## src/rtl/gf180mcu_fd_sc_mcu9t5v0__invz_rx.sv

```systemverilog
// rtl/gf180mcu_fd_sc_mcu9t5v0__invz_rx.sv - invz bus receiver: sync, deglitch, edge strobes (optional bus-hold via GF180MCU_FD_SC_MCU9T5V0__INVZ_RX_HOLD_EN)
module gf180mcu_fd_sc_mcu9t5v0__invz_rx #(
    parameter int SYNC_STAGES = 2,
    parameter int FILT_CYCLES = 3
) (
    input  logic CLK,
    input  logic RN,
    input  logic ZN,
    input  logic EN,
    output logic Q,
    output logic RISE,
    output logic FALL,
    output logic VALID
);

    localparam int CW = $clog2(FILT_CYCLES + 1);
    localparam logic [CW-1:0] CNT_LAST = CW'(FILT_CYCLES - 1);

    typedef enum logic [1:0] {
        ST_RESET,
        ST_TRACK,
        ST_HOLD
    } state_t;

    state_t                 state_q;
    state_t                 state_d;
    logic [SYNC_STAGES-1:0] zn_sync;
    logic                   zn_s;
    logic                   d;
    logic [CW-1:0]          cnt_q;
    logic [CW-1:0]          cnt_d;
    logic                   q_q;
    logic                   q_n;
    logic                   q_prev;
    logic                   rise_q;
    logic                   fall_q;
    logic                   track_en;

    // Data synchronizer; resets to an undriven-high line so d starts at 0.
    always_ff @(posedge CLK or negedge RN) begin
        if (!RN) begin
            zn_sync <= '1;
        end else begin
            zn_sync <= {zn_sync[SYNC_STAGES-2:0], ZN};
        end
    end

    assign zn_s = zn_sync[SYNC_STAGES-1];
    assign d    = ~zn_s;

`ifdef GF180MCU_FD_SC_MCU9T5V0__INVZ_RX_HOLD_EN
    logic [SYNC_STAGES-1:0] en_sync;
    logic                   en_s;

    // Enable synchronizer, same depth as data so both stay aligned.
    always_ff @(posedge CLK or negedge RN) begin
        if (!RN) begin
            en_sync <= '0;
        end else begin
            en_sync <= {en_sync[SYNC_STAGES-2:0], EN};
        end
    end

    assign en_s = en_sync[SYNC_STAGES-1];
    // Filtering needs both a settled TRACK state and a live enable, so a
    // dropping enable beats a terminal count on the same edge.
    assign track_en = (state_q == ST_TRACK) && en_s;
`else
    logic unused_en;

    assign unused_en = EN;
    assign track_en  = (state_q == ST_TRACK);
`endif

    // Next state and filter counter / recovered data decision.
    always_comb begin
        state_d = ST_TRACK;
        cnt_d   = cnt_q;
        q_n     = q_q;
`ifdef GF180MCU_FD_SC_MCU9T5V0__INVZ_RX_HOLD_EN
        state_d = en_s ? ST_TRACK : ST_HOLD;
`endif
        if (track_en) begin
            if (d == q_q) begin
                cnt_d = '0;
            end else if (cnt_q == CNT_LAST) begin
                q_n   = d;
                cnt_d = '0;
            end else begin
                cnt_d = cnt_q + CW'(1);
            end
        end else begin
            cnt_d = '0;
        end
    end

    // State, filter and output registers; strobes come from comparing Q
    // against its previous value, so they trail the Q change by one edge.
    always_ff @(posedge CLK or negedge RN) begin
        if (!RN) begin
            state_q <= ST_RESET;
            cnt_q   <= '0;
            q_q     <= 1'b0;
            q_prev  <= 1'b0;
            rise_q  <= 1'b0;
            fall_q  <= 1'b0;
        end else begin
            state_q <= state_d;
            cnt_q   <= cnt_d;
            q_q     <= q_n;
            q_prev  <= q_q;
            rise_q  <= q_q & ~q_prev;
            fall_q  <= ~q_q & q_prev;
        end
    end

    assign Q     = q_q;
    assign RISE  = rise_q;
    assign FALL  = fall_q;
    assign VALID = (state_q == ST_TRACK);

endmodule
```

## config.mk

```make
export PLATFORM = sky130hd
export DESIGN_NAME = gf180mcu_fd_sc_mcu9t5v0__invz_rx
export DESIGN_NICKNAME = d
export VERILOG_FILES = /design/src/rtl/gf180mcu_fd_sc_mcu9t5v0__invz_rx.sv
export SDC_FILE = /design/constraint.sdc
export NUM_CORES = 1
export LEC_CHECK = 0
export BUFFER_PORTS_ARGS = -buffer_cell sky130_fd_sc_hd__buf_2
export CORE_AREA = 2 2 39 41
export CTS_BUF_LIST = sky130_fd_sc_hd__clkbuf_4
export DETAILED_ROUTE_END_ITERATION = 12
export DIE_AREA = 0 0 41 43
export GPL_ROUTABILITY_DRIVEN = 0
export HOLD_SLACK_MARGIN = 0.02
export PLACE_DENSITY = 0.51
export SLEW_MARGIN = 20
export SYNTH_ARGS = -nofsm -noshare
export SYNTH_HDL_FRONTEND = slang
export SYNTH_SLANG_ARGS = --single-unit
```

## constraint.sdc

```tcl
create_clock -name CLK -period 1.3 [get_ports CLK]
set_input_delay 0.13 -clock CLK [delete_from_list [all_inputs] [get_ports CLK]]
set_output_delay 0.13 -clock CLK [all_outputs]
set_load 0.02 [all_outputs]
```

Yosys cells after proc, flatten, opt, wreduce, memory -nomap -nowiden
Index checks and enable logic that the tools add are counted.
{"block": "op_classes", "n_addsub": 1, "n_eq_ne": 2, "mux": 3, "bitwise_logic": 6, "n_reduce_logical": 1}
{"op": "$mux 2", "n": 3}
{"op": "$not 1->1", "n": 4}
{"op": "$reduce_and 3->1", "n": 1}
{"op": "$add 2x1->2 const B", "n": 1}
{"op": "$and 1x1->1", "n": 2}
{"op": "$eq 2x2->1 const B", "n": 1}
{"op": "$eq 1x1->1", "n": 1}
{"block": "totals", "reg_bits": 9, "input_bits": 4, "out_inout_bits": 4, "word_cells": 20}

Logic depth before layout (Yosys ltp)
Gate-level depths: netlist of run 1.
{"block": "logic_depth", "ltp_word": 4, "depth_mapped": 2, "mapped_depth_nobuf": 2}

Worst setup path before layout of run 1
OpenSTA, ideal clock, no wires.
{"block": "synth_path", "path_type": "register to register", "start": "reg q_q (netlist: Q)", "end": "reg cnt_q[1]", "setup_ns": 0.121, "arrival_ns": 0.905, "required_ns": 1.179, "setup_slack_ns": 0.274, "path_stages_with_launch": 3, "n_path_buf": 0, "period_less_slack_ns": 1.026, "path_cell_list": "dfrtp_1 xor2_1 and4bb_2"}
{"block": "synth_via", "elab_chain_cells": 3}
{"element": "start: declaration", "line_no": "32", "rtl": "logic q_q;"}
{"element": "start signal: assignment", "line_no": "110", "rtl": "q_q <= q_n;"}
{"element": "$eq 1x1->1", "line_no": "84", "rtl": "if (d == q_q) begin"}
{"element": "$mux 2", "line_no": "84"}
{"element": "$mux 2", "line_no": "83", "rtl": "if (track_en) begin"}
{"element": "via cnt_d[1]", "line_no": "31", "rtl": "logic [CW-1:0] cnt_d;"}
{"element": "end signal: assignment", "line_no": "109", "rtl": "cnt_q <= cnt_d;"}
{"element": "end: declaration", "line_no": "30", "rtl": "logic [CW-1:0] cnt_q;"}
The timed path passes the listed nets, and every way through them passes these cells.
A chain may end at the register's enable or synchronous reset.

Final worst setup path of run 1
{"block": "layout_path", "start": "reg zn_sync[1]", "end": "reg cnt_q[1]"}
{"block": "layout_via", "elab_chain_cells": 4}
{"element": "start: declaration", "line_no": "27", "rtl": "logic [SYNC_STAGES-1:0] zn_sync;"}
{"element": "start signal: assignment", "line_no": "44", "rtl": "zn_sync <= {zn_sync[SYNC_STAGES-2:0], ZN};"}
{"element": "$not 1->1", "line_no": "49", "rtl": "assign d = ~zn_s;"}
{"element": "$eq 1x1->1", "line_no": "84"}
{"element": "$mux 2", "line_no": "84"}
{"element": "$mux 2", "line_no": "83"}
{"element": "via cnt_d[1]", "line_no": "31"}
The timed path passes the listed nets, and every way through them passes these cells.

==> results of run 1 <==
[per-stage QoR]
step | hold slack (ps) | total power, mW
5_1_grt | 264 | 0.897
3_3_place_gp | -14.7 | 0.603
3_5_place_dp | -10.9 | 0.620
6_report | 259 | 0.833
2_1_floorplan | -166 | 0.538
4_1_cts | 259 | 0.854
[flip-flops by register name, summed over array words and instances (netlist names)]
signal   count
cnt_q        2
zn_sync      2
FALL         1
Q            1
RISE         1
q_prev       1
state_q      1
[layout make-up]
class / count / area share, %
multi-input combinational: 8 / 16.1
inverter: 1 / 0.949
clock buffer: 4 / 7.59
tap: 16 / 5.06
sequential: 9 / 57.6
timing repair buffer: 8 / 12.7
[cell families (layout without fill, tap and decap cells)]
family	after synthesis	count (layout)	synth area share [%]
flip-flops	9	9	77.1
AND/OR/NAND/NOR	5	5	14.0
other	1	1	1.27
XOR/XNOR	1	1	2.97
multiplexers	1	1	3.39
buffers and inverters	1	13	1.27
[repair_timing]
action / 4_1_cts / 5_1_grt
gates resized for setup: 0 / 0
endpoints found under the hold margin: 10 / 0
hold buffers: 2 / 0
[synthesized netlist by cell type]
cell and instances:
and4bb_2 1, and2b_2 1, dfrtp_1 7, nor4b_1 1, conb_1 1, mux2i_1 1
xor2_1 1, dfstp_2 2, nand3b_1 1, inv_1 1, nor2_1 1
[power by group]
part	switching (mW)	internal, mW
logic	0.117	0.0851
registers	0.0483	0.363
clock network	0.0820	0.138
[metal layers]
layer  part of all wire [%]  GRT usage [%]  routed length [um]
met1                     34           5.37                 148
met3                    8.9           6.28                  38
met5                      0              0                   0
met2                     56           9.69                 242
met4                      0           8.00                   0
[path summary, 6_finish.rpt]
kind / from / endpoint / slack, ps / depth (start not counted)
hold / removal: RN / cnt_q[0]$_DFF_PN0_ / 260 / 2
max in group asynchronous: RN / zn_sync[1]$_DFF_PN1_ / 800 / 2
hold reg to reg: zn_sync[0]$_DFF_PN1_ / zn_sync[1]$_DFF_PN1_ / 360 / 0
setup / recovery: zn_sync[1]$_DFF_PN1_ / cnt_q[1]$_DFF_PN0_ / 210 / 2
min in group CLK: zn_sync[0]$_DFF_PN1_ / zn_sync[1]$_DFF_PN1_ / 360 / 0
setup reg to reg: zn_sync[1]$_DFF_PN1_ / cnt_q[1]$_DFF_PN0_ / 210 / 2
[critical path: cells and delay by family (launching register included)]
family                    cells  cell delay (ps)
DFF                           1              530
and+or+nand+nor               1              260
xor gates and xnor gates      1              190
==> impl_metrics.ini, run 1 <==
[finish]
final_cells = 46
multiInputGateArea_sq_um = 63.8
nFillCells = 153
syn2layout_area_growth_pct = 33.9
fin_nets = 35
postLayoutCellArea_sq_um = 395
final_core_util_pct = 28.6
drive_above_1_share_pct = 46.7
final_common_cell = dfrtp_1
seq_area_sq_um = 228
n_antenna_cell = 0
layout_common_cells = 7 x dfrtp_1, 6 x buf_2, 4 x clkbuf_4, 2 x dlygate4sd3_1, 2 x dfstp_2

[pwr]
p_leak_nw = 0.198
power_density_mw_per_mm2 = 2110
ir_drop_mv = 0.593

[clocking]
cts_setup_buffers = 0
cts_tree = done
h-tree-depth = 1
cts.sinks = 9
clock_latency_ps = 250
clk_pin_slew_ps = 60
cts_buffers = 3
clock_path_buffers = 2
cts_root_buffer = clkbuf_4

[die]
die_x_um = 41
chipHeight_um = 43
fp-row-count = 14
start_util_pct = 21.3
die_area_sq_mm = 0.00176
coreArea_sq_mm = 0.00138
boundaryPins = 8

[timing]
setup_viol = 0
finalMaxSlewViolations = 0
period_share_pct = 83.8
clock_skew_ps = 3.03
rsz0062_at_grt = no
setup-tns-final_ps = 0
report.final.hold_viol_count = 0
setup_ws_ps = 211
period_needed_ps = 1090
max_freq_mhz = 918

[drt]
finalWirelength_um = 429
vias = 173
drt-wirelength-per-cell_um = 9.33
drt-pass1-iter-count = 2
drt_iter0_drc = 1
drc_errors = 0
ant_nets = 0
via_per_inst = 3.76

[global_routing]
grt_antenna_before_repair = 0
overflow = 0
grt_pass1_vias = 181
grt_usage_pct = 7.22
grt_max_degree = 10
grt_pass1_wl_um = 724

[setup_path]
arrival_ps = 1230
slowest_stage = dfstp_2
crit_path_start_kind = flip-flop
required_ps = 1440
cp_max_fo = 2
critPathKind = reg2reg
cp_slowest_stage_delay_ps = 530
cp-end-kind = flip-flop
path_cells = xor2_1, and4bb_2

[job]
maxCapViolCount = 0

[placed_design]
dp_worst_setup_slack_ps = 215
dpl-instance-area_sq_um = 345
place_inst = 40
dp_hpwl_um = 349
port-buffer-count = 6

[logic_synthesis]
synth.area.top_cells = dfrtp_1 59%, dfstp_2 18%, and4bb_2 4.2%
syn_area_sq_um = 295
synth.avg_cell_area_sq_um = 16.4
yosysWarnings = 0
ys_seq_area_share_pct = 77.1
ys_ff_latch = 9
syn_nets = 22
synth_cell_types = 11
synth_top_area_cell = dfrtp_1
netlist_instances = 18
synth_top_cell_area_share_pct = 59.3

[outcome]
status = finished clean

[worst_hold_path]
worstHoldPathType = in2async
(Power assumes the default switching activity.)
==> run 2: changes to the inputs <==
PLACE_DENSITY = 0.53   (was 0.51)
clock period = 1 ns   (was 1.3 ns; I/O delays follow)
==> impl_metrics.ini, run 2 (synthesis results as in run 1) <==
[timing]
finalMaxSlewViolations = 0
setup_viol = 2
period_share_pct = 104
holdWs_ps = 213
report.final.hold_viol_count = 0
setup_ws_ps = -36.9
period_needed_ps = 1040
clock_skew_ps = 3.32
max_freq_mhz = 964
rsz0062_at_grt = yes

[setup_path]
cp-end-kind = flip-flop
slowest_stage = dfstp_2
cp_slowest_stage_delay_ps = 550
arrival_ps = 1180
crit_path_start_kind = flip-flop
path_cells = xor2_2, and4bb_2
required_ps = 1140
cp_max_fo = 2
critPathKind = reg2reg

[outcome]
status = finished with violations
violations = negative setup slack

[die]
die_x_um = 41
fp-row-count = 14
chipHeight_um = 43
start_util_pct = 21.3
die_area_sq_mm = 0.00176
coreArea_sq_mm = 0.00138
boundaryPins = 8

[finish]
drive_above_1_share_pct = 56.3
layout_common_cells = 6 x dfrtp_1, 5 x buf_2, 4 x clkbuf_4
n_antenna_cell = 0
postLayoutCellArea_sq_um = 429
final_cells = 48
fin_nets = 37
syn2layout_area_growth_pct = 45.3
final_common_cell = dfrtp_1
reg_top3 = cnt_q (2), zn_sync (2)
final_core_util_pct = 31.0
nFillCells = 150

[global_routing]
grt_pass1_wl_um = 793
grt_max_degree = 10
grt_use_met2_pct = 9.38
grt_pass1_vias = 188
overflow = 0
grt_busiest_layer = met2
grt_usage_pct = 7.52
grt_antenna_before_repair = 0
met3_usage_pct = 7.85
grtUsageMet1_pct = 7.69

[drt]
drt_iter0_drc = 5
via_per_inst = 3.83
finalWirelength_um = 471
drt-wirelength-per-cell_um = 9.81
drc_errors = 0
ant_nets = 0
vias = 184
drt-pass1-iter-count = 4

[pwr]
clkPwrFrac_pct = 24.6
pwr-share-comb_pct = 31.4
seq_power_share_pct = 44.1
p_int_mw = 0.860
sw_frac_of_total_pct = 29.4
p_sw_mw = 0.358
finalPower_mw = 1.22
power_density_mw_per_mm2 = 2840
p_leak_nw = 0.211
ir_drop_mv = 0.962

[clocking]
clk_pin_slew_ps = 60
clock_latency_ps = 260
cts_buffers = 3
h-tree-depth = 1
cts_root_buffer = clkbuf_4
clock_path_buffers = 2
cts_tree = done
cts.sinks = 9

[placed_design]
place_inst = 41
dpl-instance-area_sq_um = 354
port-buffer-count = 6

[worst_hold_path]
worstHoldPathType = in2async

[job]
maxCapViolCount = 0
## run 2: changes by cell type in the layout (fill, tap and decap cells not counted), sizes merged
cell / delta
buf: +2
## run 2: timing repair
item | 4_1_cts | 5_1_grt
endpoints found under the hold margin | 10 | 0
endpoints found under the setup margin | 2 | 3
hold buffers | 2 | 0
buffers inserted | 0 | 1
resized for setup | 3 | 1
## run 2: per-layer routing
layer / share of wire, % / wire, um
met5: 0 / 0
met4: 0 / 0
met3: 9.8 / 46
met2: 49 / 232
met1: 41 / 192
## run 2: final timing paths
kind                                 startpoint                    to  slack [ps]  depth (start not counted)
setup / recovery           zn_sync[1]$_DFF_PN1_    cnt_q[1]$_DFF_PN0_         -40                          2
max in group asynchronous                    RN  zn_sync[0]$_DFF_PN1_         540                          2
hold / removal                               RN        FALL$_DFF_PN0_         210                          2
hold reg to reg            zn_sync[0]$_DFF_PN1_  zn_sync[1]$_DFF_PN1_         360                          0
min in group CLK           zn_sync[0]$_DFF_PN1_  zn_sync[1]$_DFF_PN1_         360                          0
setup reg to reg           zn_sync[1]$_DFF_PN1_    cnt_q[1]$_DFF_PN0_         -40                          2
## run 2: power by group through the flow
| stage | Combinational (mW) | Clock [mW] | Sequential [mW] |
|---|---|---|---|
| finish | 0.382 | 0.300 | 0.537 |
| CTS | 0.348 | 0.316 | 0.532 |
| floorplan | 0.0909 | 0 | 0.613 |
| detailed placement | 0.299 | 0 | 0.532 |
| global route | 0.413 | 0.346 | 0.558 |
| global placement | 0.293 | 0 | 0.522 |
## run 2: layout make-up
type	count	area, sq um	area share, %
Sequential cell	9	229	53.4
Clock buffer	4	30.0	7.00
Timing Repair Buffer	10	75.1	17.5
Inverter	1	3.75	0.875
Multi-Input combinational cell	8	71.3	16.6
Tap cell	16	20.0	4.66
## run 2: critical path: cells and delay by family, from the launching register on
family                    cells  cell delay (ps)
xor gates and xnor gates      1              140
DFF                           1              550
and+or+nand+nor               1              240
## run 2: stage by stage
stage	worst slack [ps]	setup TNS, ps
6_report	-36.9	-69.6
2_1_floorplan	-9.07	-9.07
3_5_place_dp	-50.3	-50.3
3_3_place_gp	-48.0	-48.0
5_1_grt	-83.6	-197
4_1_cts	-63.9	-96.7
==> run 3: changes to the inputs <==
==> constraint.sdc (replaced) <==
create_clock -name CLK -period 1 [get_ports CLK]
set_input_delay 0.2 -clock CLK [delete_from_list [all_inputs] [get_ports CLK]]
set_output_delay 0.2 -clock CLK [all_outputs]
set_load 0.02 [all_outputs]
==> impl_metrics.ini, run 3 (synthesis results as in run 1) <==
[outcome]
status = finished with violations
violations = negative setup slack

[clocking]
h-tree-depth = 1
cts_tree = done
cts_root_buffer = clkbuf_4
cts.sinks = 9
clock_path_buffers = 2
clock_latency_ps = 260
clk_pin_slew_ps = 60
cts_buffers = 3

[drt]
via_per_inst = 3.92
drt-pass1-iter-count = 4
ant_nets = 0
vias = 192
finalWirelength_um = 502
drt_iter0_drc = 2
drc_errors = 0
drt-wirelength-per-cell_um = 10.2

[setup_path]
crit_family = flip-flops
path_cells = buf_6, buf_6
required_ps = 800
cp_max_fo = 2
slowest_stage = dfrtp_2
crit_path_frequent_cell = buf_6
arrival_ps = 900
cp-end-kind = output port
critPathKind = reg2out
cp_slowest_stage_delay_ps = 410
regToRegStartpoint = zn_sync[1]$_DFF_PN1_
crit_buf_inv = 2
worstSetupStartpoint = Q$_DFFE_PN0P_
crit_path_start_kind = flip-flop

[timing]
period_share_pct = 110
report.final.hold_viol_count = 0
clock_skew_ps = 4.19
period_needed_ps = 1100
setup_ws_ps = -102
setup_viol = 2
rsz0062_at_grt = yes
max_freq_mhz = 907
finalMaxSlewViolations = 0

[finish]
nFillCells = 140
drive_above_1_share_pct = 63.6
reg_top3 = cnt_q (2), zn_sync (2)
final_core_util_pct = 33.2
n_antenna_cell = 0
fin_nets = 38
syn2layout_area_growth_pct = 55.5
seq_area_sq_um = 229
final_common_cell = dfrtp_1
multiInputGateArea_sq_um = 77.6
layout_common_cells = 6 x dfrtp_1, 5 x buf_6, 4 x clkbuf_4, 3 x buf_4

[die]
chipHeight_um = 43
die_area_sq_mm = 0.00176
coreArea_sq_mm = 0.00138
boundaryPins = 8
fp-row-count = 14
die_x_um = 41
start_util_pct = 21.3

[worst_hold_path]
hp-start = ZN
worstHoldPathType = in2reg

[placed_design]
port-buffer-count = 6

[global_routing]
grt_max_degree = 10
overflow = 0
grt_usage_pct = 8.14
grt_pass1_wl_um = 862
grt_pass1_vias = 212
grt_antenna_before_repair = 0

[pwr]
power_density_mw_per_mm2 = 2870
ir_drop_mv = 0.992
p_leak_nw = 0.223
finalPower_mw = 1.32

[job]
maxCapViolCount = 0
-- run 3: cell count changes in the layout (fill, tap and decap cells not counted) --
cell / change
buf_2: -3
buf_4: +2
buf_6: +3
dlygate4sd3_1: -1
nor4b_1: -1
nor4b_2: +1
-- run 3: worst paths after layout --
path                                        end  slack (ps)  cells past startpoint
max in group asynchronous  zn_sync[0]$_DFF_PN1_         440                      2
setup / recovery                              Q        -100                      2
hold reg to reg            zn_sync[1]$_DFF_PN1_         360                      0
min in group asynchronous        FALL$_DFF_PN0_         310                      2
hold / removal             zn_sync[0]$_DFF_PN1_          50                      1
setup reg to reg             cnt_q[1]$_DFF_PN0_         -60                      2
-- run 3: metrics by stage --
| stage | hold slack [ps] | TNS, ps | setup slack [ps] | instances | cell area [sq um] |
|---|---|---|---|---|---|
| 4_1_cts | 36.9 | -217 | -110 | 49 | 447 |
| 3_5_place_dp | 58.7 | -50.3 | -50.3 | 41 | 354 |
| 6_report | 47.5 | -163 | -102 | 49 | 459 |
| 3_3_place_gp | 43.6 | -48.0 | -48.0 | 41 | 354 |
| 2_1_floorplan | -95.6 | -9.07 | -9.07 | 18 | 297 |
| 5_1_grt | 23.2 | -327 | -139 | 49 | 459 |
-- run 3: layer usage --
metal	share of wire (%)	vias up	wire [um]	GRT usage (%)
li1	-	85	-	-
met1	38	95	191	8.39
met2	51	12	257	10.6
met3	10	0	52	7.85
met4	0	0	0	4.00
met5	0	-	0	0
-- run 3: report_power, final --
| group | switching, mW | internal (mW) | leakage [nW] |
|---|---|---|---|
| sequential | 0.0616 | 0.476 | 0.110 |
| clock | 0.119 | 0.180 | 0.0184 |
| combinational | 0.200 | 0.282 | 0.0949 |
-- run 3: layout make-up --
type	instances	area share, %
Sequential cell	9	49.9
Timing Repair Buffer	11	21.5
Multi-Input combinational cell	8	16.9
Clock buffer	4	6.54
Tap cell	16	4.36
Inverter	1	0.817
-- run 3: repair_timing --
item | in CTS | in global routing
resized for setup | 7 | 4
pin swaps | 1 | 1
setup buffers | 3 | 0
gates cloned | 0 | 0
hold endpoints to repair | 9 | 0
hold buffers | 1 | 0
endpoints found under the setup margin | 3 | 6
-- run 3: worst reg2reg max path, stage by stage, from the launching register on --
cell and delay (ps):
dfstp_2 550, xor2_2 160, and4bb_2 240
